$ cat src/rtl/stbus_frame_tx_pkg.sv
// Shared constants and types for the ST-BUS frame transmitter.
// One frame is 1024 C4 half-periods (ph), each bit cell is 4 ph long,
// each channel is 8 bits, so a channel spans 32 ph.
package stbus_pkg;

  // Frame geometry
  localparam int PH_PER_FRAME = 1024;
  localparam int BITS_PER_CH  = 8;
  localparam int CHANNELS     = 32;
  localparam int PH_PER_BIT   = 4;

  // Derived widths
  localparam int PH_W   = $clog2(PH_PER_FRAME);
  localparam int CH_W   = $clog2(CHANNELS);
  localparam int BYTE_W = BITS_PER_CH;

  // Low ph bits that are zero at the start of a bit cell / a channel
  localparam int CELL_LSB = $clog2(PH_PER_BIT);
  localparam int CHAN_LSB = $clog2(PH_PER_BIT * BITS_PER_CH);

  // Byte shown on idle / unwritten channels
  localparam logic [BYTE_W-1:0] IDLE_BYTE = 8'hFF;

  // Transmitter run state: ST_IDLE while en is low (or after reset),
  // ST_RUN once en has been sampled high.
  typedef enum logic {
    ST_IDLE = 1'b0,
    ST_RUN  = 1'b1
  } tx_state_e;

endpackage

$ cat src/rtl/stbus_frame_tx_if.sv
// Host + line-side signal bundle of the ST-BUS transmitter.
// Handshake semantics: wr and commit are single-cycle strobes sampled on
// every clk rising edge; there is no backpressure, so every strobe sampled
// high is accepted (a commit while pend=1 is simply absorbed).
// The transmitter itself uses the master modport; the host/bench side of
// the bundle is described by the slave modport.
interface stbus_frame_tx_if;
  import stbus_pkg::*;

  // host side
  logic              en;
  logic              wr;
  logic [CH_W-1:0]   waddr;
  logic [BYTE_W-1:0] wdata;
  logic              commit;
  logic              pend;

  // ST-BUS line side
  logic              c4;
  logic              f0_n;
  logic              dsto;
  logic              frame_tick;
  logic [CH_W-1:0]   chan;

  // debug view of the run state
  tx_state_e         state;

  modport master (
    input  en, wr, waddr, wdata, commit,
    output pend, c4, f0_n, dsto, frame_tick, chan, state
  );

  modport slave (
    output en, wr, waddr, wdata, commit,
    input  pend, c4, f0_n, dsto, frame_tick, chan, state
  );

endinterface

$ cat src/rtl/stbus_tx_bank.sv
// Double-buffered channel store: two banks of 32 bytes. The host writes
// into the inactive bank; the transmitter reads the active bank. A swap
// toggles which bank is active.
module stbus_tx_bank
  import stbus_pkg::*;
(
  input  logic              clk,
  input  logic              reset,
  input  logic              wr,
  input  logic [CH_W-1:0]   waddr,
  input  logic [BYTE_W-1:0] wdata,
  input  logic              swap,
  input  logic [CH_W-1:0]   raddr,
  output logic [BYTE_W-1:0] rdata
);

  logic [BYTE_W-1:0] mem [2][CHANNELS];
  logic              active;
  logic              wsel;
  logic              rsel;

  // The write bank is chosen from the pre-edge active bit, so a write on
  // the swap edge lands in the bank that becomes active on that edge.
  assign wsel = ~active;

  // The read side already looks at the post-swap bank, so the channel 0
  // byte loaded on the swap edge comes from the newly active bank.
  assign rsel  = active ^ swap;
  assign rdata = mem[rsel][raddr];

  // Store and active-bank pointer; reset refills both banks with idle.
  always_ff @(posedge clk) begin
    if (!reset) begin
      for (int b = 0; b < 2; b++) begin
        for (int c = 0; c < CHANNELS; c++) begin
          mem[b][c] <= IDLE_BYTE;
        end
      end
      active <= 1'b0;
    end else begin
      if (wr) begin
        mem[wsel][waddr] <= wdata;
      end
      if (swap) begin
        active <= ~active;
      end
    end
  end

endmodule

$ cat src/rtl/stbus_frame_tx.sv
// ST-BUS frame master and serial transmitter. Generates C4, F0# and DSTo
// (32 channels x 8 bits, MSB first) from a double-buffered channel store.
// hcnt divides clk down to C4 half-periods; ph counts half-periods across
// the 1024-step frame. All line outputs are registered from the next-state
// value of ph, so they change on the same edge as the counters.
module stbus_frame_tx
  import stbus_pkg::*;
#(
  parameter int DIV = 2
) (
  input  logic             clk,
  input  logic             reset,
  stbus_frame_tx_if.master bus
);

  localparam int                HCNT_W    = (DIV > 1) ? $clog2(DIV) : 1;
  localparam logic [HCNT_W-1:0] HCNT_LAST = HCNT_W'(DIV - 1);
  localparam logic [PH_W-1:0]   PH_LAST   = PH_W'(PH_PER_FRAME - 1);

  tx_state_e         state;
  logic [HCNT_W-1:0] hcnt;
  logic [HCNT_W-1:0] hcnt_nxt;
  logic [PH_W-1:0]   ph;
  logic [PH_W-1:0]   ph_nxt;

  logic              pend_q;
  logic              c4_q;
  logic              f0_n_q;
  logic              dsto_q;
  logic              tick_q;
  logic [CH_W-1:0]   chan_q;
  logic [BYTE_W-1:0] shreg;
  logic [BYTE_W-1:0] rd_byte;

  logic              start;    // first edge with en sampled high
  logic              adv;      // ph advances on this edge
  logic              wrap;     // ph goes 1023 -> 0 on this edge
  logic              swap;     // bank swap on this edge
  logic              load;     // ph becomes 32k: load channel k byte
  logic              shift_en; // ph becomes 4n inside a channel: next bit

  // Next-state decode of the timing counters and the data path strobes.
  always_comb begin
    start    = 1'b0;
    adv      = 1'b0;
    wrap     = 1'b0;
    swap     = 1'b0;
    load     = 1'b0;
    shift_en = 1'b0;
    hcnt_nxt = hcnt;
    ph_nxt   = ph;

    if (bus.en) begin
      if (state == ST_IDLE) begin
        // Restart one half-period before the boundary so the very first
        // frame opens with a complete F0# pulse.
        start    = 1'b1;
        hcnt_nxt = '0;
        ph_nxt   = PH_LAST;
      end else if (hcnt == HCNT_LAST) begin
        adv      = 1'b1;
        hcnt_nxt = '0;
        ph_nxt   = ph + 1'b1;
      end else begin
        hcnt_nxt = hcnt + 1'b1;
      end
    end

    wrap     = adv && (ph == PH_LAST);
    swap     = wrap && pend_q;
    load     = adv && (ph_nxt[CHAN_LSB-1:0] == '0);
    shift_en = adv && (ph_nxt[CELL_LSB-1:0] == '0) && !load;
  end

  stbus_tx_bank u_bank (
    .clk   (clk),
    .reset (reset),
    .wr    (bus.wr),
    .waddr (bus.waddr),
    .wdata (bus.wdata),
    .swap  (swap),
    .raddr (ph_nxt[PH_W-1:PH_W-CH_W]),
    .rdata (rd_byte)
  );

  // Run state, counters, commit tracking, shifter and registered outputs.
  always_ff @(posedge clk) begin
    if (!reset) begin
      state  <= ST_IDLE;
      hcnt   <= '0;
      ph     <= '0;
      pend_q <= 1'b0;
      c4_q   <= 1'b1;
      f0_n_q <= 1'b1;
      dsto_q <= 1'b1;
      tick_q <= 1'b0;
      chan_q <= '0;
      shreg  <= IDLE_BYTE;
    end else begin
      state <= bus.en ? ST_RUN : ST_IDLE;
      hcnt  <= hcnt_nxt;
      ph    <= ph_nxt;

      // A commit on the swap edge itself arms the following boundary.
      pend_q <= bus.commit | (pend_q & ~swap);

      if (bus.en) begin
        c4_q   <= ph_nxt[0];
        f0_n_q <= !((ph_nxt == PH_LAST) || (ph_nxt == '0));
        tick_q <= wrap;
        chan_q <= ph_nxt[PH_W-1:PH_W-CH_W];
        if (start) begin
          // Half-period before the first boundary carries no data.
          dsto_q <= 1'b1;
        end else if (load) begin
          dsto_q <= rd_byte[BYTE_W-1];
          shreg  <= {rd_byte[BYTE_W-2:0], 1'b1};
        end else if (shift_en) begin
          dsto_q <= shreg[BYTE_W-1];
          shreg  <= {shreg[BYTE_W-2:0], 1'b1};
        end
      end else begin
        // Counters hold; line goes idle; chan keeps its last value.
        c4_q   <= 1'b1;
        f0_n_q <= 1'b1;
        dsto_q <= 1'b1;
        tick_q <= 1'b0;
      end
    end
  end

  assign bus.pend       = pend_q;
  assign bus.c4         = c4_q;
  assign bus.f0_n       = f0_n_q;
  assign bus.dsto       = dsto_q;
  assign bus.frame_tick = tick_q;
  assign bus.chan       = chan_q;
  assign bus.state      = state;

endmodule

$ cat src/flat_wrapper.sv
// flat-port wrapper written by rule: the top's interface ports become plain ports
module stbus_frame_tx_flat import stbus_pkg::*;
#(
  parameter int DIV = 2
)
  (clk, reset, bus_en, bus_wr, bus_waddr, bus_wdata, bus_commit, bus_pend, bus_c4, bus_f0_n, bus_dsto, bus_frame_tick, bus_chan, bus_state);
  stbus_frame_tx_if bus_i ();
  input  logic clk;
  input  logic reset;
  input wire logic [$bits(bus_i.en)-1:0] bus_en;
  input wire logic [$bits(bus_i.wr)-1:0] bus_wr;
  input wire logic [$bits(bus_i.waddr)-1:0] bus_waddr;
  input wire logic [$bits(bus_i.wdata)-1:0] bus_wdata;
  input wire logic [$bits(bus_i.commit)-1:0] bus_commit;
  output wire logic [$bits(bus_i.pend)-1:0] bus_pend;
  output wire logic [$bits(bus_i.c4)-1:0] bus_c4;
  output wire logic [$bits(bus_i.f0_n)-1:0] bus_f0_n;
  output wire logic [$bits(bus_i.dsto)-1:0] bus_dsto;
  output wire logic [$bits(bus_i.frame_tick)-1:0] bus_frame_tick;
  output wire logic [$bits(bus_i.chan)-1:0] bus_chan;
  output wire logic [$bits(bus_i.state)-1:0] bus_state;
  assign bus_i.en = bus_en;
  assign bus_i.wr = bus_wr;
  assign bus_i.waddr = bus_waddr;
  assign bus_i.wdata = bus_wdata;
  assign bus_i.commit = bus_commit;
  assign bus_pend = bus_i.pend;
  assign bus_c4 = bus_i.c4;
  assign bus_f0_n = bus_i.f0_n;
  assign bus_dsto = bus_i.dsto;
  assign bus_frame_tick = bus_i.frame_tick;
  assign bus_chan = bus_i.chan;
  assign bus_state = bus_i.state;
  stbus_frame_tx #(.DIV(DIV)) u_core (.clk(clk), .reset(reset), .bus(bus_i));
endmodule
$ cat config.mk
export PLATFORM = sky130hd
export DESIGN_NAME = stbus_frame_tx_flat
export DESIGN_NICKNAME = d
export VERILOG_FILES = /design/src/rtl/stbus_frame_tx_pkg.sv /design/src/rtl/stbus_frame_tx_if.sv /design/src/rtl/stbus_tx_bank.sv /design/src/rtl/stbus_frame_tx.sv /design/src/flat_wrapper.sv
export SDC_FILE = /design/constraint.sdc
export NUM_CORES = 1
export LEC_CHECK = 0
export BUFFER_PORTS_ARGS = -buffer_cell sky130_fd_sc_hd__buf_2
export CAP_MARGIN = 0
export CORE_MARGIN = 4
export CORE_UTILIZATION = 65
export DETAILED_ROUTE_END_ITERATION = 12
export PLACE_DENSITY = 0.86
export SKIP_CTS_REPAIR_TIMING = 1
export SYNTH_ARGS = -nofsm -noshare
export SYNTH_HDL_FRONTEND = slang
export SYNTH_SLANG_ARGS = --single-unit
$ cat constraint.sdc
create_clock -name clk -period 7.2 [get_ports clk]
set_clock_uncertainty 0.1 [all_clocks]
set_input_delay 0.36 -clock clk [delete_from_list [all_inputs] [get_ports clk]]
set_output_delay 0.36 -clock clk [all_outputs]
set_load 0.01 [all_outputs]
After elaboration in Yosys (flattened, before gate mapping)
Memories as Yosys holds them, arrays and structs flattened.
Index checks and enable logic that the tools add are counted.
Word-level totals
  flip-flop bits (word level): 31
  bits in latches: 0
  bits in writable memories: 512
  memory bits (read-only): 0
  bits of input ports: 18
  logic and storage cells: 73
  memories kept: 1
Memories
  u_core.u_bank.mem: depth 2, bits a word 256, read ports 1, clocked after memory_dff 0, wr ports 2, line stbus_tx_bank.sv:17  | logic [BYTE_W-1:0] mem [2][CHANNELS];
Operators by class
  add/sub/neg operators: 2
  multipliers: 0
  div/mod/pow operators: 0
  $lt $le $gt $ge: 3
  equal/unequal tests: 2
  shifts and indexed selects: 0
  mux-type cells: 27
  bitwise gates (word level): 10
  reductions and logical operators: 17
Operators with widths (number)
  $mux W256: 3
  $reduce_or A256 Y1: 1
  $bmux W8 S5: 1
  $demux W8 S5: 1
  $mux W8: 5
  $mux W10: 3
  $eq A10 B10 Y1 const B: 2
  $mux W1: 14
  $ge A6 B6 Y1 const B: 2
  $not A5 Y6: 2
  $add A10 B1 Y10 const B: 1
  $logic_not A10 Y1: 1
  $logic_and A1 B1 Y1: 6
  $lt A6 B1 Y1 const B: 1
  $logic_not A5 Y1: 1
  $not A1 Y1: 5
  $reduce_and A3 Y1: 1
  $reduce_or A3 Y1: 1
  $logic_not A1 Y1: 2
  $logic_not A2 Y1: 1
  $reduce_and A2 Y1: 1
  $reduce_bool A2 Y1: 1
  $add A1 B1 Y1 const B: 1
  $and A1 B1 Y1: 1
  3 further kinds: 3

Logic depth before layout (Yosys ltp)
Gate-level depths: netlist of run 1.
An unclocked memory read counts as a cell.
  word-level depth: 11
  depth in mapped cells: 12

Cells and area by module
A second synthesis of run 1 with hierarchy kept.
Unflattened totals
  cells, all modules: 1904
  area total of the unflattened synthesis: 23933.0 µm²
By module, submodules not included
  stbus_tx_bank: instances 1, cells each 1732, area each 22487.8 µm², seq. area each 15394.8 µm²
  stbus_frame_tx: instances 1, cells each 172, area each 1445.1 µm², seq. area each 580.6 µm²

Least setup slack after synthesis of run 1
Ideal clock, no wire load.
  path type: reg2reg
  start: reg u_core.ph[0]
  end: reg u_core.shreg[1]
  data arrival time: 2740 ps
  setup slack: 4228 ps
  cell stages (with the launch flop): 12
  cells stage by stage: dfxtp_1 -> ha_1 -> nand2_1 -> nor4_4 -> xnor2_2 -> buf_4 -> buf_2 -> mux4_2 -> a22oi_1 -> nand3_1 -> nand3_1 -> nand3_1
Between the ends
  cells in the longest elaborated chain, start to end: 10
RTL lines
  from (decl): line stbus_frame_tx.sv:23  | logic [PH_W-1:0] ph;
  from (signal assigned): line stbus_frame_tx.sv:102  | ph <= ph_nxt;
  parallel branches: the longest is 10 deep, another holds $add A10 B1 Y10
  to (signal assigned): line stbus_frame_tx.sv:117  | shreg <= {rd_byte[BYTE_W-2:0], 1'b1};
  to (signal assigned): line stbus_frame_tx.sv:120  | shreg <= {shreg[BYTE_W-2:0], 1'b1};
  to (decl): line stbus_frame_tx.sv:32  | logic [BYTE_W-1:0] shreg;
Parallel ways; which one is timed is not known. The select of a mux whose other input is x is not followed.
A chain may end at the register's enable or synchronous reset.

Final worst setup path of run 1
  start: reg u_core.ph[0]
  end: reg u_core.shreg[2]
The elaborated chain is that of the path after synthesis.

==> results of run 1 <==
==> sequential cells by signal (all words and copies together) (netlist names) <==
signal and count:
u_core.u_bank.mem 512, u_core.ph 10, u_core.shreg 7, u_core.bus.chan 5, u_core.bus.c4 1, u_core.bus.dsto 1
u_core.bus.f0_n 1, u_core.bus.frame_tick 1, u_core.bus.pend 1, u_core.bus.state 1, u_core.hcnt 1, u_core.u_bank.active 1
==> metal layers <==
metal,global-route usage,routed length (µm),vias to the layer above
met5,0,13,-
li1,-,-,5893
met3,0.1037,10120,391
met1,0.4621,21160,7268
met2,0.4868,28580,1484
met4,0.1722,4306,2
==> stage by stage <==
step	instances	cell area [µm²]	setup WS (ns)	hold WS [ns]
finish	2049	25170	2.651	0.07081
global route	2047	25170	2.549	0.09926
floorplan	1534	22950	4.228	0.3335
CTS	2045	25150	2.848	-0.07926
global placement	1950	23560	2.853	0.3547
detailed placement	1950	23560	2.649	0.3509
==> cells in the mapped netlist (3+ instances only) <==
master / number / area (µm²)
edfxtp_1: 512 / 15370
nand2_1: 345 / 1295
mux4_2: 113 / 2545
nor2_1: 88 / 330.3
clkbuf_1: 65 / 244.0
a21oi_1: 57 / 285.3
o21ai_0: 46 / 230.2
dfxtp_1: 30 / 600.6
mux2i_1: 29 / 290.3
a22oi_1: 23 / 172.7
buf_2: 23 / 115.1
nand3_1: 18 / 90.09
nand4_1: 12 / 75.07
nor3_1: 11 / 55.05
inv_1: 10 / 37.54
o22ai_1: 9 / 56.30
and2_1: 8 / 50.05
and3_1: 8 / 50.05
buf_6: 8 / 90.09
o21ai_1: 7 / 35.03
a22o_1: 6 / 52.55
a31oi_1: 6 / 37.54
nand2b_1: 6 / 37.54
nor3b_1: 6 / 45.04
o31ai_1: 6 / 45.04
or3_1: 6 / 37.54
xnor2_1: 6 / 52.55
buf_1: 5 / 18.77
o22a_1: 5 / 43.79
a211o_1: 4 / 35.03
nor2b_1: 4 / 25.02
and4_1: 3 / 26.28
mux2_2: 3 / 33.78
nand3b_1: 3 / 22.52
nor4_1: 3 / 18.77
o21a_1: 3 / 22.52
==> report_power, final <==
part	total (mW)	internal, mW	switching, mW
clock	2.62	1.45	1.17
sequential	3.59	3.55	0.0402
combinational	0.424	0.111	0.313
==> logic make-up (layout without fill, tap and decap cells) <==
logic type / after synthesis / after routing
other cells: 0 / 2
xor+xnor: 8 / 8
simple gates: 532 / 532
fa+ha+maj: 1 / 1
buf+inv: 113 / 171
mux: 147 / 147
compound gates: 191 / 191
flops: 542 / 542
==> critical path: cells and delay by family, from the launching register on <==
kind,cells,cell delay (ns)
xor gates and xnor gates,1,0.19
and+or+nand+nor,3,1.50
DFF,1,0.51
AOI/OAI and AO/OA,4,1.33
adders and majority gates,1,0.31
buffers and inverters,1,0.48
==> cell type report <==
class / instances / area (µm²)
Sequential cell: 542 / 15980
Fill cell: 1973 / 9543
Multi-Input combinational cell: 879 / 6556
Clock buffer: 68 / 1371
Tap cell: 455 / 569.3
Timing Repair Buffer: 65 / 432.9
Clock inverter: 27 / 219.0
Inverter: 11 / 41.29
Antenna cell: 2 / 5.005
==> cells in the final DEF, fill, tap and decap left out, drive strengths merged, types with 19 or more instances in the layout <==
master / instances
buf: 63
mux2i: 29
mux4: 115
clkinv: 22
a21oi: 57
a22oi: 23
edfxtp: 512
o21ai: 53
dfxtp: 30
clkbuf: 69
nand2: 345
nor2: 88
nand3: 19
==> worst max path at each step <==
stage	to	cells after the start	start	slack [ns]
finish	u_core.shreg[2]$_SDFFE_PN1P_	10	u_core.ph[0]$_SDFF_PN0_	2.65
detailed placement	u_core.u_bank.mem[0][136]$_SDFFCE_PN1P_	7	reset	2.65
floorplan	u_core.shreg[1]$_SDFFE_PN1P_	11	u_core.ph[0]$_SDFF_PN0_	4.23
global route	u_core.shreg[2]$_SDFFE_PN1P_	9	u_core.bus.state$_SDFF_PN0_	2.55
global placement	u_core.u_bank.mem[0][109]$_SDFFCE_PN1P_	7	reset	2.85
CTS	u_core.shreg[2]$_SDFFE_PN1P_	9	u_core.bus.state$_SDFF_PN0_	2.85
==> results.md, run 1 <==
* Outcome: finished clean
* Post-Syn Area at 0.02295 mm²
* Largest family of logic cells by synthesized area: multiplexers
* Netlist cell types at 65
* Utilization after layout at 0.7251
* CTS max path bufs at 3
* Post-Synth XOR/XNOR Area at 0.003379
* GRT Total Usage at 0.3337
* H-tree levels at 2
* Slew Limit Headroom at 0.05283
* Worst R2R End: u_core.shreg[2]$_SDFFE_PN1P_
* Clock-pin slew on the worst setup and hold paths at 0.07 ns
* Crit end category: flop
* Final period util at 0.6318
* Dpl hpwl at 37,770 µm
* DR DRC count at 0
* Total power at 6.641 mW
* Initial antenna violation count at 1
* Drt via density at 7.339
* Critical path required time at 7.56 ns
* Arrival time worst endpoint at 4.91 ns
* RePlAce Congestion at 0.9511
* R2r startpoint: u_core.ph[0]$_SDFF_PN0_
* Total grt overflow at 0
* Layout cells sized above 1 at 0.1702
* Startpoint types: flop
* Area Growth Syn to Fin at 9.653%
* Nets at 1,570
* RSZ-0062 raised after global routing: false
* First drt pass iteration count at 12
* Hold WC Path Type: in -> reg
* Largest net degree at the start of global routing at 75
* Routed len/inst at 31.33 µm
* Die Y-Extent at 195.9 µm
* YS warnings at 0
* Worst Reg-to-Reg Cells at 10
* Number of global-route vias before repair at 14,740
* DIE AREA at 0.03838 mm²
* Initial Util at 0.6613
* Slowest stage cell, crit path: nand3_1
* Most numerous cell on the critical path: o31ai_1
* Critical Path Fanout Max at 74
* R2R setup slack at 2.65 ns
* Post-synth EDFFs at 512
* Crit Path Class: reg -> reg
* First-pass GRT wire length at 94,880 µm
* Slew Viols, Final at 0
* Hold path depth at 3
* I/O pins at 29
* Total Neg Setup Slack at 0 ns
* Final Hold Viols at 0
* Total of max-cap violations at 0
* Count of final setup violators at 0
* P per Cell Area at 263.8 mW/mm²
* Cells after Synth at 1,534
* Async SR Flop Fraction at 0
* Routed wire length at 64,190 µm
* CP peak stage delay at 0.80 ns
* Worst hold start: bus_wdata[2]
* Antenna Nets Post-Route at 0
* Worst VDD drop at 0.0002249 V
* I/O Buffers at 28
* CTS Buf Count at 52
* Clock Latency Late Sink at 0.58 ns
* Synthesized flop and latch total at 542
* CTS tree: yes
* Syn Nets at 1,553
* Via count at 15,040
* Post-layout min period at 4.549 ns
* Post-synthesis adder-cell area fraction at 0.0005451
* Compound-gate portion of the synthesized area at 0.05178
* Die width at 195.9 µm
* Mapped Avg Cell Area at 14.96 µm²
* Row Count at 68
* Initial drt markers at 2,801
* Worst Hold Path EP: u_core.u_bank.mem[1][250]$_SDFFCE_PN1P_
* Most used DFF post-synth: edfxtp_1
* Leak at 7.060 nW
* Worst slew pin tran at 1.406 ns
* Crit path cell chain: ha_1 > nand2_1 > nor4_4 > xnor2_4 > buf_12 > nand3_1 > o22a_1 > a41oi_1 > o31ai_1 > o31ai_1
* CTS Root Cell: clkbuf_16
* Mux contribution to synthesized area at 0.1273
* Synth Area in Simple Gates at 0.09855
* Sequential fraction of the synthesis area at 0.6960
* Core footprint at 0.03471 mm²
* Max Freq at 0.2198 GHz
* CTS sink count at 542
(Power assumes the default switching activity.)
==> inputs of run 2 (changes only) <==
- ABC_AREA: not set -> 1
- CORE_UTILIZATION: 65 -> 63
- PLACE_DENSITY: 0.86 -> 0.84
- clock period: 7.2 -> 4.65 ns (I/O delays scaled with it)
==> run 2 against run 1 <==
  * Design area increased by 8.3%
  * Area after synthesis rose by 8.5%
  * Hold slack got worse by 0.051 ns
  * The run now ends with max-capacitance violations, max-slew violations left
  * Sequential cell count unchanged
  * Critical path depth up 10
  * Worst setup slack worse by 1.4 ns
  * Sequential share of layout area fell by 4.9 points
  * Register-to-register slack got worse by 1.4 ns
  * Core utilization decreased by 2.3 points
  * Combinational power rose by 100%
==> results.md, run 2 <==
* Nets at 2,578 (+64%)
* Synthesized flop and latch total at 542 (unchanged)
* Most numerous cell on the critical path: nand2_1
* First-pass GRT wire length at 107,700 µm (+14%)
* Highest-count cells in the layout ignoring fill and taps: 899 x nand2_1, 512 x edfxtp_1, 260 x inv_1
* Final Hold Viols at 0 (unchanged)
* Worst setup path startpoint: bus_en
* Total of max-cap violations at 1 (+1)
* CTS max path bufs at 3 (unchanged)
* Worst Hold Path EP: u_core.u_bank.mem[0][254]$_SDFFCE_PN1P_
* Layout cells sized above 1 at 0.07028 (-0.09995)
* Total Neg Setup Slack at 0 ns (unchanged)
* CP top delay family: simple AND/OR/NAND/NOR gates
* Syn Nets at 2,594 (+67%)
* Top-count cell post-synth: nand2_1
* Mapped Avg Cell Area at 9.675 µm² (-35%)
* Hold path depth at 3 (unchanged)
* Post-route cell area at 0.02726 mm² (+8.3%)
* R2r startpoint: u_core.hcnt$_SDFFE_PN0P_
* Largest net degree at the start of global routing at 165 (+120%)
* P per Cell Area at 393.9 mW/mm² (+49%)
* Largest Register: u_core.u_bank.mem
* Filler cells at 2,739 (+39%)
* Top cell type by total area after synthesis: edfxtp_1
* Async SR Flop Fraction at 0 (unchanged)
* Antenna cells at 0 (-2)
* CP peak stage delay at 0.56 ns (-0.24 ns)
* CTS sink count at 542 (unchanged)
* GRT Total Usage at 0.3356 (+0.001969)
* Total grt overflow at 0 (unchanged)
* First drt pass iteration count at 6 (-6)
* RePlAce Congestion at 0.9799 (+3.0%)
* Netlist cell types at 32 (-51%)
* Non-filler instance count after layout at 3,122 (+52%)
* DR DRC count at 0 (unchanged)
* Final period util at 0.7228
* Crit end category: flop
* Synth top area share at 0.6171 (-0.05265)
* Slew Limit Headroom at -0.05039 (-0.1032)
* Arrival time worst endpoint at 3.76 ns (-1.15 ns)
* Dpl ws at 1.341 ns (-1.308 ns)
* Dpl hpwl at 41,470 µm (+9.8%)
* Core footprint at 0.03883 mm² (+12%)
* Via count at 19,210 (+28%)
* Crit Path Class: in -> reg
* Worst hold start: bus_wdata[6]
* Initial antenna violation count at 0 (-1)
* Count of final setup violators at 0 (unchanged)
* Failing checks: max-capacitance violations, max-slew violations
* YS warnings at 0 (unchanged)
* Post-synth EDFFs at 512 (unchanged)
* Worst slew pin tran at 1.561 ns (+0.1553 ns)
* Worst Reg-to-Reg Cells at 18 (+8)
* List of most frequent post-synthesis cells: 900 x nand2_1, 512 x edfxtp_1, 260 x inv_1, 246 x nand3_1, 115 x nor2_1
* Post-layout min period at 3.361 ns
* I/O pins at 29 (unchanged)
* Drt via density at 6.153 (-16%)
* Post-Syn Area at 0.02491 mm² (+8.5%)
* Initial drt markers at 3,188 (+14%)
* Leak at 9.874 nW (+40%)
* Worst VDD drop at 0.0003596 V (+60%)
* CTS Buf Count at 54 (+3.8%)
* Most used DFF post-synth: edfxtp_1
* Critical path required time at 5.05 ns (-2.51 ns)
* R2R setup slack at 1.29 ns (-1.36 ns)
* Sequential fraction of the synthesis area at 0.6413 (-0.05470)
* Hold slack at 0.01967 ns (-0.05115 ns)
* Worst R2R End: u_core.shreg[4]$_SDFFE_PN1P_
* CTS tree: yes
* Slowest stage cell, crit path: inv_2
* Outcome: finished with violations
* Hold WC Path Type: in -> reg
* Startpoint types: input port
* Clock Latency Late Sink at 0.62 ns (+0.04 ns)
* Biggest regs: u_core.u_bank.mem (512), u_core.ph (10), u_core.shreg (7)
* Antenna Nets Post-Route at 0 (unchanged)
* Max Freq at 0.2975 GHz
* Slew Viols, Final at 5 (+5)
* Critical Path Fanout Max at 28 (-62%)
* Clock-pin slew on the worst setup and hold paths at 0.06 ns (about the same)
* Die width at 206.9 µm (+5.6%)
* Crit path cell chain: dlygate4sd3_1 > buf_2 > nand2_2 > nor2_2 > nand2_1 > nor2_2 > nand2_1 > nand2_1 > nand2_4 > inv_2 > buf_4 > nand3_1 > nand2_1 > nor2_1 > nor2_1 > nand2_1 > nand3_1 > nand3_1 > nand2_1 > nand2_1
* RSZ-0062 raised after global routing: false
* Post-Place Cells at 3,012 (+54%)
* Max reg flops at 512 (unchanged)
* Total power at 10.73 mW (+62%)
* CP Buf/Inv Count at 4 (+3)
* Dpl cell area at 0.02542 mm² (+7.9%)
* Routed wire length at 71,060 µm (+11%)
* Die Y-Extent at 206.9 µm (+5.6%)
* CTS Root Cell: clkbuf_16
* Routed len/inst at 22.76 µm (-27%)
* Top post-synthesis cells by area: edfxtp_1 62%, nand2_1 14%, nand3_1 4.9%, inv_1 3.9%, dfxtp_1 2.4%
* DIE AREA at 0.04279 mm² (+11%)
* H-tree levels at 2 (unchanged)
* Area Growth Syn to Fin at 9.407%
* Cells after Synth at 2,575 (+68%)
* Number of global-route vias before repair at 18,670 (+27%)
* Row Count at 72 (+5.9%)
* Initial Util at 0.6416 (-0.01963)
* Final Worst Setup Slack at 1.289 ns (-1.362 ns)
* I/O Buffers at 28 (unchanged)
* Commonest non-fill, non-tap cell in the layout: nand2_1
* Utilization after layout at 0.7020 (-0.02311)
-- run 2: cell count changes in the layout (fill, tap and decap cells not counted), sizes merged, moves of 23 or more --
| cell | change |
|---|---|
| a21oi | +51 |
| a22oi | -23 |
| inv | +254 |
| mux2i | -29 |
| mux4 | -115 |
| nand2 | +560 |
| nand3 | +229 |
| nand3b | +60 |
| nor2 | +36 |
| o211ai | +52 |
| o21ai | +27 |
-- run 2: worst max path at each step --
stage	end	slack (ns)	cells after the start
2_1_floorplan	u_core.u_bank.mem[0][248]$_SDFFCE_PN1P_	2.42	4
3_3_place_gp	u_core.shreg[4]$_SDFFE_PN1P_	1.40	19
3_5_place_dp	u_core.u_bank.mem[0][121]$_SDFFCE_PN1P_	1.34	5
4_1_cts	u_core.shreg[4]$_SDFFE_PN1P_	1.41	17
5_1_grt	u_core.bus.dsto$_SDFFE_PP1P_	1.05	19
6_report	u_core.shreg[4]$_SDFFE_PN1P_	1.29	20
-- run 2: cell type report --
class	instances	area, µm²	area share
clock buffers	64	1410	0.05174
clock inverters	37	334.1	0.01226
inverters	267	1002	0.03677
multi-input cells	1614	7283	0.2672
flip-flops and latches	542	15980	0.5861
well taps	518	648.1	0.02378
repair buffers	80	603.1	0.02213
-- run 2: kinds of logic (layout without fill, tap and decap cells) --
group / after synthesis / in the layout / synth area share
muxes: 1 / 1 / 0.0004520
and+or+nand+nor: 1361 / 1361 / 0.2313
buffers and inverters: 419 / 448 / 0.06976
AOI/OAI and AO/OA: 251 / 251 / 0.05670
adders and majority gates: 1 / 1 / 0.0005022
DFF: 542 / 542 / 0.6413
-- run 2: power breakdown --
part	switching (mW)	internal [mW]	total, mW
registers	0.0430	5.47	5.52
clock network	1.86	2.49	4.35
logic	0.657	0.209	0.866
total	2.56	8.18	10.7
-- run 2: routing by layer --
| layer | share of wire | up-vias | global-route usage |
|---|---|---|---|
| li1 | - | 8533 | - |
| met1 | 0.35 | 8910 | 0.4587 |
| met2 | 0.46 | 1473 | 0.5230 |
| met3 | 0.14 | 293 | 0.06921 |
| met4 | 0.055 | 0 | 0.1610 |
| met5 | 0 | - | 0 |
-- run 2: worst min-delay path, delay by kind of cell --
| kind | cells | cell delay [ns] |
|---|---|---|
| AO/OA/AOI/OAI | 1 | 0.08 |
| buffers and inverters | 2 | 0.24 |
